<file path="src/rtl/exec_decode_unit_pkg.sv">
// Shared definitions for the RV32I execute/decode slice.
// Contents: opcode constants, ALU operation-class encodings (alu_op) and
// the decoded ALU operation codes (alu_control).
package exec_decode_unit_pkg;

  localparam logic [6:0] OP_RTYPE  = 7'b0110011;
  localparam logic [6:0] OP_IALU   = 7'b0010011;
  localparam logic [6:0] OP_LOAD   = 7'b0000011;
  localparam logic [6:0] OP_STORE  = 7'b0100011;
  localparam logic [6:0] OP_BRANCH = 7'b1100011;
  localparam logic [6:0] OP_JAL    = 7'b1101111;
  localparam logic [6:0] OP_JALR   = 7'b1100111;
  localparam logic [6:0] OP_LUI    = 7'b0110111;
  localparam logic [6:0] OP_AUIPC  = 7'b0010111;

  typedef enum logic [1:0] {
    ALUOP_ADD    = 2'b00,
    ALUOP_BRANCH = 2'b01,
    ALUOP_RTYPE  = 2'b10,
    ALUOP_ITYPE  = 2'b11
  } alu_op_e;

  typedef enum logic [3:0] {
    ALU_ADD  = 4'b0000,
    ALU_SUB  = 4'b0001,
    ALU_AND  = 4'b0010,
    ALU_OR   = 4'b0011,
    ALU_XOR  = 4'b0100,
    ALU_SLL  = 4'b0101,
    ALU_SRL  = 4'b0110,
    ALU_SRA  = 4'b0111,
    ALU_SLT  = 4'b1000,
    ALU_SLTU = 4'b1001
  } alu_ctrl_e;

endpackage

</file>
<file path="src/rtl/exec_decode_unit_alu32_core.sv">
// alu32_core: combinational 32-bit integer ALU.
// Ports:
//   operand1, operand2 : XLEN-bit operands
//   alu_control        : decoded operation (alu_ctrl_e encoding)
//   result             : operation result (0 for undefined codes)
//   zero               : result == 0
module alu32_core
  import exec_decode_unit_pkg::*;
#(
  parameter int XLEN = 32
) (
  input  logic [XLEN-1:0] operand1,
  input  logic [XLEN-1:0] operand2,
  input  logic [3:0]      alu_control,
  output logic [XLEN-1:0] result,
  output logic            zero
);

  logic signed [XLEN-1:0] op1_s;
  logic signed [XLEN-1:0] op2_s;
  logic        [4:0]      shamt;

  assign op1_s = operand1;
  assign op2_s = operand2;
  assign shamt = operand2[4:0];

  always_comb begin
    result = '0;
    case (alu_control)
      ALU_ADD:  result = operand1 + operand2;
      ALU_SUB:  result = operand1 - operand2;
      ALU_AND:  result = operand1 & operand2;
      ALU_OR:   result = operand1 | operand2;
      ALU_XOR:  result = operand1 ^ operand2;
      ALU_SLL:  result = operand1 << shamt;
      ALU_SRL:  result = operand1 >> shamt;
      ALU_SRA:  result = $unsigned(op1_s >>> shamt);
      ALU_SLT:  result = {{(XLEN-1){1'b0}}, (op1_s < op2_s)};
      ALU_SLTU: result = {{(XLEN-1){1'b0}}, (operand1 < operand2)};
      default:  result = '0;
    endcase
  end

  assign zero = (result == '0);

endmodule

</file>
<file path="src/rtl/exec_decode_unit.sv">
// exec_decode_unit: main decoder, ALU-control decoder and 32-bit ALU for a
// single-cycle RV32I core, with one registered copy of the ALU outputs.
// Ports:
//   clk, rst (sync, active-low)      : clock / reset of result_q, zero_q only
//   instruction, pc, rs1_data,
//   rs2_data, imm                    : decode and operand inputs
//   alu_src .. jump                  : datapath control strobes
//   alu_control                      : decoded ALU operation
//   alu_result, zero, take_branch    : combinational ALU outputs
//   result_q, zero_q                 : alu_result / zero registered
module exec_decode_unit
  import exec_decode_unit_pkg::*;
#(
  parameter int XLEN = 32
) (
  input  logic            clk,
  input  logic            rst,
  input  logic [31:0]     instruction,
  input  logic [XLEN-1:0] pc,
  input  logic [XLEN-1:0] rs1_data,
  input  logic [XLEN-1:0] rs2_data,
  input  logic [XLEN-1:0] imm,
  output logic            alu_src,
  output logic [1:0]      alu_op,
  output logic            mem_to_reg,
  output logic            reg_write,
  output logic            mem_read,
  output logic            mem_write,
  output logic            branch,
  output logic            jump,
  output logic [3:0]      alu_control,
  output logic [XLEN-1:0] alu_result,
  output logic            zero,
  output logic            take_branch,
  output logic [XLEN-1:0] result_q,
  output logic            zero_q
);

  logic [6:0] opcode;
  logic [2:0] funct3;
  logic       f7b5;
  logic       unused_bits;

  assign opcode      = instruction[6:0];
  assign funct3      = instruction[14:12];
  assign f7b5        = instruction[30];
  assign unused_bits = ^{instruction[31], instruction[29:15], instruction[11:7]};

  alu_op_e         op_class;
  alu_ctrl_e       ctrl;
  logic [XLEN-1:0] operand1;
  logic [XLEN-1:0] operand2;
  logic            branch_cond;

  always_comb begin
    alu_src    = 1'b0;
    op_class   = ALUOP_ADD;
    mem_to_reg = 1'b0;
    reg_write  = 1'b0;
    mem_read   = 1'b0;
    mem_write  = 1'b0;
    branch     = 1'b0;
    jump       = 1'b0;
    case (opcode)
      OP_RTYPE: begin
        reg_write = 1'b1;
        op_class  = ALUOP_RTYPE;
      end
      OP_IALU: begin
        reg_write = 1'b1;
        alu_src   = 1'b1;
        op_class  = ALUOP_ITYPE;
      end
      OP_LOAD: begin
        alu_src    = 1'b1;
        mem_to_reg = 1'b1;
        reg_write  = 1'b1;
        mem_read   = 1'b1;
      end
      OP_STORE: begin
        alu_src   = 1'b1;
        mem_write = 1'b1;
      end
      OP_BRANCH: begin
        branch   = 1'b1;
        op_class = ALUOP_BRANCH;
      end
      OP_JAL: begin
        jump      = 1'b1;
        reg_write = 1'b1;
      end
      OP_JALR: begin
        jump      = 1'b1;
        reg_write = 1'b1;
        alu_src   = 1'b1;
      end
      OP_LUI, OP_AUIPC: begin
        reg_write = 1'b1;
        alu_src   = 1'b1;
      end
      default: ;
    endcase
  end

  assign alu_op = op_class;

  // Branch compares reuse SUB for equality and SLT/SLTU for ordering; the
  // branch condition then inspects zero or bit 0 of the result.
  always_comb begin
    ctrl = ALU_ADD;
    case (op_class)
      ALUOP_ADD: ctrl = ALU_ADD;
      ALUOP_BRANCH: begin
        case (funct3)
          3'b100, 3'b101: ctrl = ALU_SLT;
          3'b110, 3'b111: ctrl = ALU_SLTU;
          default:        ctrl = ALU_SUB;
        endcase
      end
      default: begin
        case (funct3)
          // ADDI has no SUB form, so bit 30 only matters for R-type.
          3'b000:  ctrl = (op_class == ALUOP_RTYPE && f7b5) ? ALU_SUB : ALU_ADD;
          3'b001:  ctrl = ALU_SLL;
          3'b010:  ctrl = ALU_SLT;
          3'b011:  ctrl = ALU_SLTU;
          3'b100:  ctrl = ALU_XOR;
          3'b101:  ctrl = f7b5 ? ALU_SRA : ALU_SRL;
          3'b110:  ctrl = ALU_OR;
          default: ctrl = ALU_AND;
        endcase
      end
    endcase
  end

  assign alu_control = ctrl;

  always_comb begin
    case (opcode)
      OP_AUIPC: operand1 = pc;
      OP_LUI:   operand1 = '0;
      default:  operand1 = rs1_data;
    endcase
  end

  assign operand2 = alu_src ? imm : rs2_data;

  alu32_core #(.XLEN(XLEN)) u_alu (
    .operand1    (operand1),
    .operand2    (operand2),
    .alu_control (alu_control),
    .result      (alu_result),
    .zero        (zero)
  );

  always_comb begin
    case (funct3)
      3'b000:         branch_cond = zero;
      3'b001:         branch_cond = ~zero;
      3'b100, 3'b110: branch_cond = alu_result[0];
      3'b101, 3'b111: branch_cond = ~alu_result[0];
      default:        branch_cond = 1'b0;
    endcase
  end

  assign take_branch = branch & branch_cond;

  // Register stage: trace copy of the ALU outputs.
  always_ff @(posedge clk) begin
    if (!rst) begin
      result_q <= '0;
      zero_q   <= 1'b0;
    end else begin
      result_q <= alu_result;
      zero_q   <= zero;
    end
  end

endmodule

</file>
<file path="config.mk">
export PLATFORM = sky130hd
export DESIGN_NAME = exec_decode_unit
export DESIGN_NICKNAME = d
export VERILOG_FILES = /design/src/rtl/exec_decode_unit_pkg.sv /design/src/rtl/exec_decode_unit_alu32_core.sv /design/src/rtl/exec_decode_unit.sv
export SDC_FILE = /design/constraint.sdc
export NUM_CORES = 1
export LEC_CHECK = 0
export BUFFER_PORTS_ARGS = -buffer_cell sky130_fd_sc_hd__buf_2
export CAP_MARGIN = 20
export CORE_ASPECT_RATIO = 1.1
export CORE_MARGIN = 2
export CORE_UTILIZATION = 27
export DETAILED_ROUTE_END_ITERATION = 8
export PLACE_DENSITY = 0.43
export SYNTH_ARGS = -nofsm -noshare
export SYNTH_HDL_FRONTEND = slang
export SYNTH_HIERARCHICAL = 1
export SYNTH_SLANG_ARGS = --single-unit
export TNS_END_PERCENT = 1
</file>
<file path="constraint.sdc">
create_clock -name clk -period 17.5 [get_ports clk]
set_input_delay 0.875 -clock clk [delete_from_list [all_inputs] [get_ports clk]]
set_output_delay 0.875 -clock clk [all_outputs]
set_load 0.02 [all_outputs]
</file>
==> results.sh, run 1 <==
export IMPL_rsz0062_at_grt="no"
export IMPL_synth_top_family_by_area="compound AO/OA/AOI/OAI gates"
export IMPL_grt_max_degree=72
export IMPL_place_hpwl_mm=49.58
export IMPL_synthAdderAreaFrac_pct=10.37
export IMPL_synth_compound_area_share_pct=29.55
export IMPL_slew_headroom_pct=19.41
export IMPL_layout_min_cycle_time_ns=10.51
export IMPL_fp_row_count=81
export IMPL_synth_edff_count=0
export IMPL_synthToLayoutAreaGrowth_pct=15.53
export IMPL_sw_frac_of_total_pct=52.34
export IMPL_synth_nets=1962
export IMPL_diodes=0
export IMPL_comb_power_share_pct=73.7
export IMPL_status="completed"
export IMPL_wl_mm=64.03
export IMPL_dp_cells=2409
export IMPL_grt_first_pass_wirelength_mm=92.33
export IMPL_synthXorXnorAreaFrac_pct=0.3588
export IMPL_syn_cell_area_um2=12210
export IMPL_final_setup_tns_ns=0
export IMPL_ys_seq_area_share_pct=5.412
export IMPL_synth_mux_area_share_pct=21.45
export IMPL_grt_ovfl_total=0
export IMPL_synth_ff_type="dfxtp_1"
export IMPL_hold_ws_ns=1.114
export IMPL_antenna_found_initial=2
export IMPL_root_buffer="clkbuf_16"
export IMPL_track_usage_pct=26.34
export IMPL_synthCells=1700
export IMPL_finalCritPeriodShare_pct=60.06
export IMPL_ys_warn_count=6
export IMPL_coreArea_um2=44590
export IMPL_chipWidth_um=206.7
export IMPL_drc=0
export IMPL_dieArea_um2=46930
export IMPL_syn_avg_cell_area_um2=7.180
export IMPL_internal_power_uw=327.4
export IMPL_hp_class="input port to register"
export IMPL_worst_pin_slew_ns=1.178
export IMPL_cp_start_kind="input port"
export IMPL_yosysUniqueCellTypes=92
export IMPL_cts_tree="yes"
export IMPL_startpoint="instruction[5]"
export IMPL_vias=14664
export IMPL_setup_viol=0
export IMPL_cap_violations=0
export IMPL_p_switching_uw=359.5
export IMPL_drt_iter0_drc=1592
export IMPL_initial_core_util_pct=27.37
export IMPL_synth_seq_cells=33
export IMPL_fin_area_um2=14100
export IMPL_viasPerCell=6.067
export IMPL_ir_drop_mv=0.03396
export IMPL_final_util_pct=31.62
export IMPL_die_y_um=227.0
export IMPL_io_pins=242
export IMPL_drtAntennaViolNets=0
export IMPL_ctsHtreeMaxLevel=2
export IMPL_clkTransAtPathRegs_ns=0.05
export IMPL_place_congestion=0.9836
export IMPL_instances_no_fill=2417
export IMPL_cts_repair_resized=0
export IMPL_pwr_share_clk_pct=13.5
export IMPL_endpoint="take_branch"
export IMPL_placed_area_um2=13940
export IMPL_use_met3_pct=1.904
export IMPL_p_leak_nw=6.122
export IMPL_layout_drive_gt1_share_pct=24.13
export IMPL_critPathMaxFanout=43
export IMPL_grt_pass1_vias=13802
export IMPL_dr_pass1_iters=5
export IMPL_grtUsageMet2_pct=44.56
export IMPL_report_final_slew_viol_count=0
export IMPL_regArea_um2=660.6
export IMPL_p_seq_share_pct=12.8
export IMPL_cts_sinks=33
export IMPL_endpoint_kind="output pin"
export IMPL_fill_cells=4961
export IMPL_synthArstFlopShare_pct=0
export IMPL_synth_simple_area_share_pct=24.30
export IMPL_cts_buffers=5
export IMPL_final_hold_viol_count=0
export IMPL_crit_type="input port to output pin"
export IMPL_routedWlPerCell_um=26.49
export IMPL_powerDensity_nw_per_um2=48.71
export IMPL_cp_data_required_time_ns=16.62
export IMPL_busiest_layer="met2"
export IMPL_io_buffers=220
export IMPL_cts_setup_buffers=0
export IMPL_multi_input_area_um2=10570
export IMPL_cts_max_path_buffers=2
export IMPL_timing_fmax_ghz=0.09515
export IMPL_cts_hold_buffers=0
export IMPL_gr_usage_met1_pct=35.25
export IMPL_cp_data_arrival_time_ns=9.63
export IMPL_fin_nets=2097
==> synthesized netlist by cell type (all sizes together), types with 8 or more instances <==
library cell	n	area share, %
nand3	48	2.0
nand2	144	4.4
o211a	8	0.66
a21oi	117	4.8
a31oi	21	1.1
ha	98	10
clkbuf	120	3.7
o2111ai	12	0.86
or2	9	0.46
and2	41	2.1
or4	13	0.83
nor2	139	4.3
a22oi	23	1.4
or3	13	0.68
nor2b	16	0.82
o21bai	10	0.61
a211oi	21	1.3
nand2b	42	2.2
o221ai	11	0.79
buf	36	1.5
nor3	42	1.7
o22ai	15	0.77
nand3b	9	0.55
mux2i	64	5.2
a21o	16	0.98
mux4	56	10
a211o	14	1.0
o31ai	12	0.74
a221oi	17	1.2
nand4	10	0.51
dfxtp	33	5.4
and3	12	0.61
inv	107	3.3
nor4	17	0.92
mux2	63	5.8
o21ai	115	4.7
o211ai	34	2.1
==> layout make-up <==
| type | count | area share (%) |
|---|---|---|
| clock inverter | 1 | 0.03549 |
| timing repair buffer | 284 | 11.20 |
| multi-input combinational | 1403 | 74.97 |
| sequential | 33 | 4.685 |
| inverter | 108 | 2.875 |
| tap | 581 | 5.155 |
| clock buffer | 7 | 1.082 |
==> how the worst min path moves through the flow <==
stage / depth (start not counted) / from / slack, ns / endpoint
floorplan: 1 / rst / 1.00 / result_q[0]$_SDFF_PN0_
global placement: 1 / result_q[21]$_SDFF_PN0_ / 1.29 / result_q[21]
detailed placement: 1 / result_q[20]$_SDFF_PN0_ / 1.29 / result_q[20]
CTS: 2 / rst / 1.12 / result_q[26]$_SDFF_PN0_
global route: 2 / rst / 1.15 / result_q[29]$_SDFF_PN0_
finish: 2 / rst / 1.11 / result_q[26]$_SDFF_PN0_
==> worst max-delay path, stage by stage <==
cell,delay [ns]
buf_2,0.46
and3b_1,0.28
nand2_2,0.09
a311oi_4,0.54
buf_4,0.54
mux2_4,0.67
buf_4,0.56
mux4_2,0.38
a22oi_1,0.53
nor2_1,0.18
or4_1,0.44
or4_4,0.60
or4_1,0.54
or4_1,0.56
or4_1,0.49
nor4b_2,0.44
nand4b_1,0.19
nor4_2,0.54
a221oi_1,0.16
a211oi_1,0.29
buf_2,0.21
==> placed cells by master (no fill, tap or decap), types with 16 or more instances in the layout <==
master / instances
a22oi_1: 23
a221oi_1: 17
ha_1: 98
o211ai_1: 34
o21ai_0: 94
mux2i_1: 64
mux4_2: 54
buf_2: 221
nand2_1: 143
a211oi_1: 21
nor3_1: 41
nor2b_1: 16
nand3_1: 48
a21oi_1: 117
mux2_2: 58
a31oi_1: 21
inv_1: 106
o21ai_1: 18
dfxtp_1: 33
and2_1: 41
buf_4: 63
a21o_1: 16
nor2_1: 138
nand2b_1: 42
==> sequential cells by signal, summed over array words and instances (netlist names) <==
signal    count
result_q     32
zero_q        1
==> metal layers <==
| metal | vias up | part of all wire (%) |
|---|---|---|
| met5 | - | 0.020 |
| met2 | 681 | 48 |
| li1 | 6629 | - |
| met3 | 109 | 6.4 |
| met4 | 2 | 3.5 |
| met1 | 7243 | 42 |
==> logic make-up after synthesis <==
group,Yosys count
AOI/OAI and AO/OA,531
xor gates and xnor gates,5
adders and majority gates,100
buffers and inverters,264
DFF,33
muxes,183
and+or+nand+nor,584
==> through the flow <==
stage / worst slack, ns / total power [mW]
after global routing: 6.509 / 0.7296
after detailed placement: 6.753 / 0.5865
after global placement: 6.813 / 0.5842
after floorplan: 8.105 / 0.4175
after CTS: 6.765 / 0.6836
final: 6.990 / 0.6870
==> power by group through the flow <==
| stage | registers, mW | clock network (mW) | logic (mW) |
|---|---|---|---|
| after global placement | 0.0894 | 0 | 0.495 |
| final | 0.0881 | 0.0928 | 0.506 |
| after detailed placement | 0.0899 | 0 | 0.497 |
| after CTS | 0.0883 | 0.0964 | 0.499 |
| after global routing | 0.0891 | 0.0985 | 0.542 |
| after floorplan | 0.104 | 0 | 0.314 |
No activity file was read; power rests on OpenSTA's default activity.
==> run 2, diff against run 1 <==
ABC_AREA = 1   (was not set)
PLACE_DENSITY = 0.44   (was 0.43)
clock period = 9.15 ns   (was 17.5 ns; I/O delays follow)
==> run 2 against run 1 <==
Via count increased by 15%. Power increased by 100%. Utilization fell by 0.90 points. Critical endpoint unchanged. First-iteration DRC count grew 19%. Synthesized area is 5.4% higher. Sequential power rose by 91%. Global-route usage rose by 0.41 points. Worst setup slack got worse by 4.3 ns.
==> results.sh, run 2 <==
export IMPL_status="completed"
export IMPL_p_leak_nw=8.641
export IMPL_layout_commonest_cell="nand2_1"
export IMPL_slew_headroom_pct=36.07
export IMPL_wl_mm=67.66
export IMPL_initial_core_util_pct=27.48
export IMPL_track_usage_pct=26.76
export IMPL_synthToLayoutAreaGrowth_pct=11.80
export IMPL_synthArstFlopShare_pct=0
export IMPL_cap_violations=0
export IMPL_cts_max_path_buffers=2
export IMPL_die_y_um=233.0
export IMPL_synth_ff_type="dfxtp_1"
export IMPL_synth_edff_count=0
export IMPL_synth_seq_cells=33
export IMPL_synth_top_area_share_pct=23.74
export IMPL_fp_row_count=83
export IMPL_place_congestion=0.9848
export IMPL_crit_type="input port to output pin"
export IMPL_grt_first_pass_wirelength_mm=98.25
export IMPL_fill_cells=5542
export IMPL_timing_fmax_ghz=0.1539
export IMPL_drtAntennaViolNets=0
export IMPL_setup_slack_ns=2.654
export IMPL_grt_max_degree=70
export IMPL_io_pins=242
export IMPL_root_buffer="clkbuf_16"
export IMPL_chipWidth_um=212.2
export IMPL_rsz0062_at_grt="no"
export IMPL_cts_setup_buffers=0
export IMPL_powerDensity_nw_per_um2=96.31
export IMPL_viasPerCell=5.124
export IMPL_finalCritPeriodShare_pct=70.99
export IMPL_ys_top_cells_by_area="nand2_1 24%, nand3_1 17%, inv_1 11%"
export IMPL_drc=0
export IMPL_cp_start_kind="input port"
export IMPL_synthCells=2515
export IMPL_layout_drive_gt1_share_pct=13.34
export IMPL_cp_data_arrival_time_ns=6.04
export IMPL_dieArea_um2=49440
export IMPL_mostFrequentLayoutCells="812 x nand2_1, 435 x nand3_1, 382 x inv_1"
export IMPL_cts_hold_buffers=0
export IMPL_largest_register="result_q"
export IMPL_fin_nets=2908
export IMPL_grt_ovfl_total=0
export IMPL_pre_cts_ws_ns=2.664
export IMPL_synth_nets=2777
export IMPL_cts_buffers=5
export IMPL_cp_data_required_time_ns=8.69
export IMPL_vias=16828
export IMPL_placed_area_um2=14230
export IMPL_ys_seq_area_share_pct=5.133
export IMPL_final_setup_tns_ns=0
export IMPL_cts_sinks=33
export IMPL_report_final_slew_viol_count=0
export IMPL_endpoint_kind="output pin"
export IMPL_cts_repair_resized=0
export IMPL_hp_class="input port to register"
export IMPL_syn_cell_area_um2=12870
export IMPL_synth_area_leader_cell="nand2_1"
export IMPL_synth_common_cells="814 x nand2_1, 435 x nand3_1, 382 x inv_1, 202 x nor2_1, 98 x ha_1"
export IMPL_fin_area_um2=14390
export IMPL_diodes=0
export IMPL_cp_common_cell="nand2_1"
export IMPL_critPathMaxStageDelay_ns=0.63
export IMPL_final_hold_viol_count=0
export IMPL_largest_reg_flops=32
export IMPL_ys_warn_count=6
export IMPL_drt_iter0_drc=1895
export IMPL_antenna_found_initial=2
export IMPL_clkTransAtPathRegs_ns=0.05
export IMPL_io_buffers=220
export IMPL_setup_viol=0
export IMPL_cts_tree="yes"
export IMPL_grt_pass1_vias=15396
export IMPL_dr_pass1_iters=6
export IMPL_layout_min_cycle_time_ns=6.496
export IMPL_critPathMaxFanout=33
export IMPL_crit_slowest_cell="inv_2"
export IMPL_ir_drop_mv=0.08151
export IMPL_yosysUniqueCellTypes=46
export IMPL_yosysMostFrequentCell="nand2_1"
export IMPL_routedWlPerCell_um=20.60
export IMPL_syn_avg_cell_area_um2=5.118
export IMPL_top_regs="result_q: 32 flops, zero_q: 1 flops"
export IMPL_worst_pin_slew_ns=0.9554
export IMPL_coreArea_um2=46840
export IMPL_power_mw=1.386
export IMPL_place_hpwl_mm=56.73
export IMPL_ctsHtreeMaxLevel=2
[run 2: final timing paths]
check           start  slack [ns]                     end  cells past startpoint
max    instruction[4]        2.65             take_branch                     31
min               rst        0.68  result_q[3]$_SDFF_PN0_                      3
[run 2: cell families (layout without fill, tap and decap cells)]
kind of cell,count (synthesis),count (layout),synth area share (%)
adders and majority gates,100,100,9.838
AOI/OAI and AO/OA,255,255,12.50
buffers and inverters,517,649,17.04
DFF,33,33,5.133
and+or+nand+nor,1610,1610,55.49
[run 2: final cells by class]
class                           instances  area, um^2  area share, %
Sequential cell                        33       660.6          4.591
Timing Repair Buffer                  237        1229          8.538
Multi-Input combinational cell       1965       10020          69.66
Clock inverter                          1       5.005        0.03478
Clock buffer                            7       152.6          1.061
Tap cell                              637       797.0          5.539
Inverter                              404        1521          10.57
[run 2: routing by layer]
metal / share of wire, % / track usage, %
met5: 0.018 / 0
met3: 7.0 / 2.187
met2: 43 / 42.63
met1: 45 / 36.43
met4: 5.3 / 12.35
[run 2: critical path: cells and delay by family]
family	cells	cell delay (ns)
simple gates	20	2.86
compound gates	3	0.59
fa+ha+maj	2	0.85
buf+inv	6	1.24
[run 2: metrics by stage]
| stage | hold WS, ns | cells | util (%) |
|---|---|---|---|
| 5_1_grt | 0.7089 | 3284 | 30.72 |
| 2_1_floorplan | 0.7239 | 2515 | - |
| 3_3_place_gp | 0.8741 | 3276 | 30.39 |
| 3_5_place_dp | 0.8730 | 3276 | 30.39 |
| 6_report | 0.6789 | 3284 | 30.72 |
| 4_1_cts | 0.6702 | 3284 | 30.72 |
[run 2: report_power, final]
part | leakage (nW) | internal (mW) | total, mW | switching [mW]
Clock | 0.0799 | 0.115 | 0.173 | 0.0577
Sequential | 0.275 | 0.164 | 0.168 | 0.00404
Combinational | 8.29 | 0.291 | 1.04 | 0.754
Total | 8.64 | 0.570 | 1.39 | 0.816
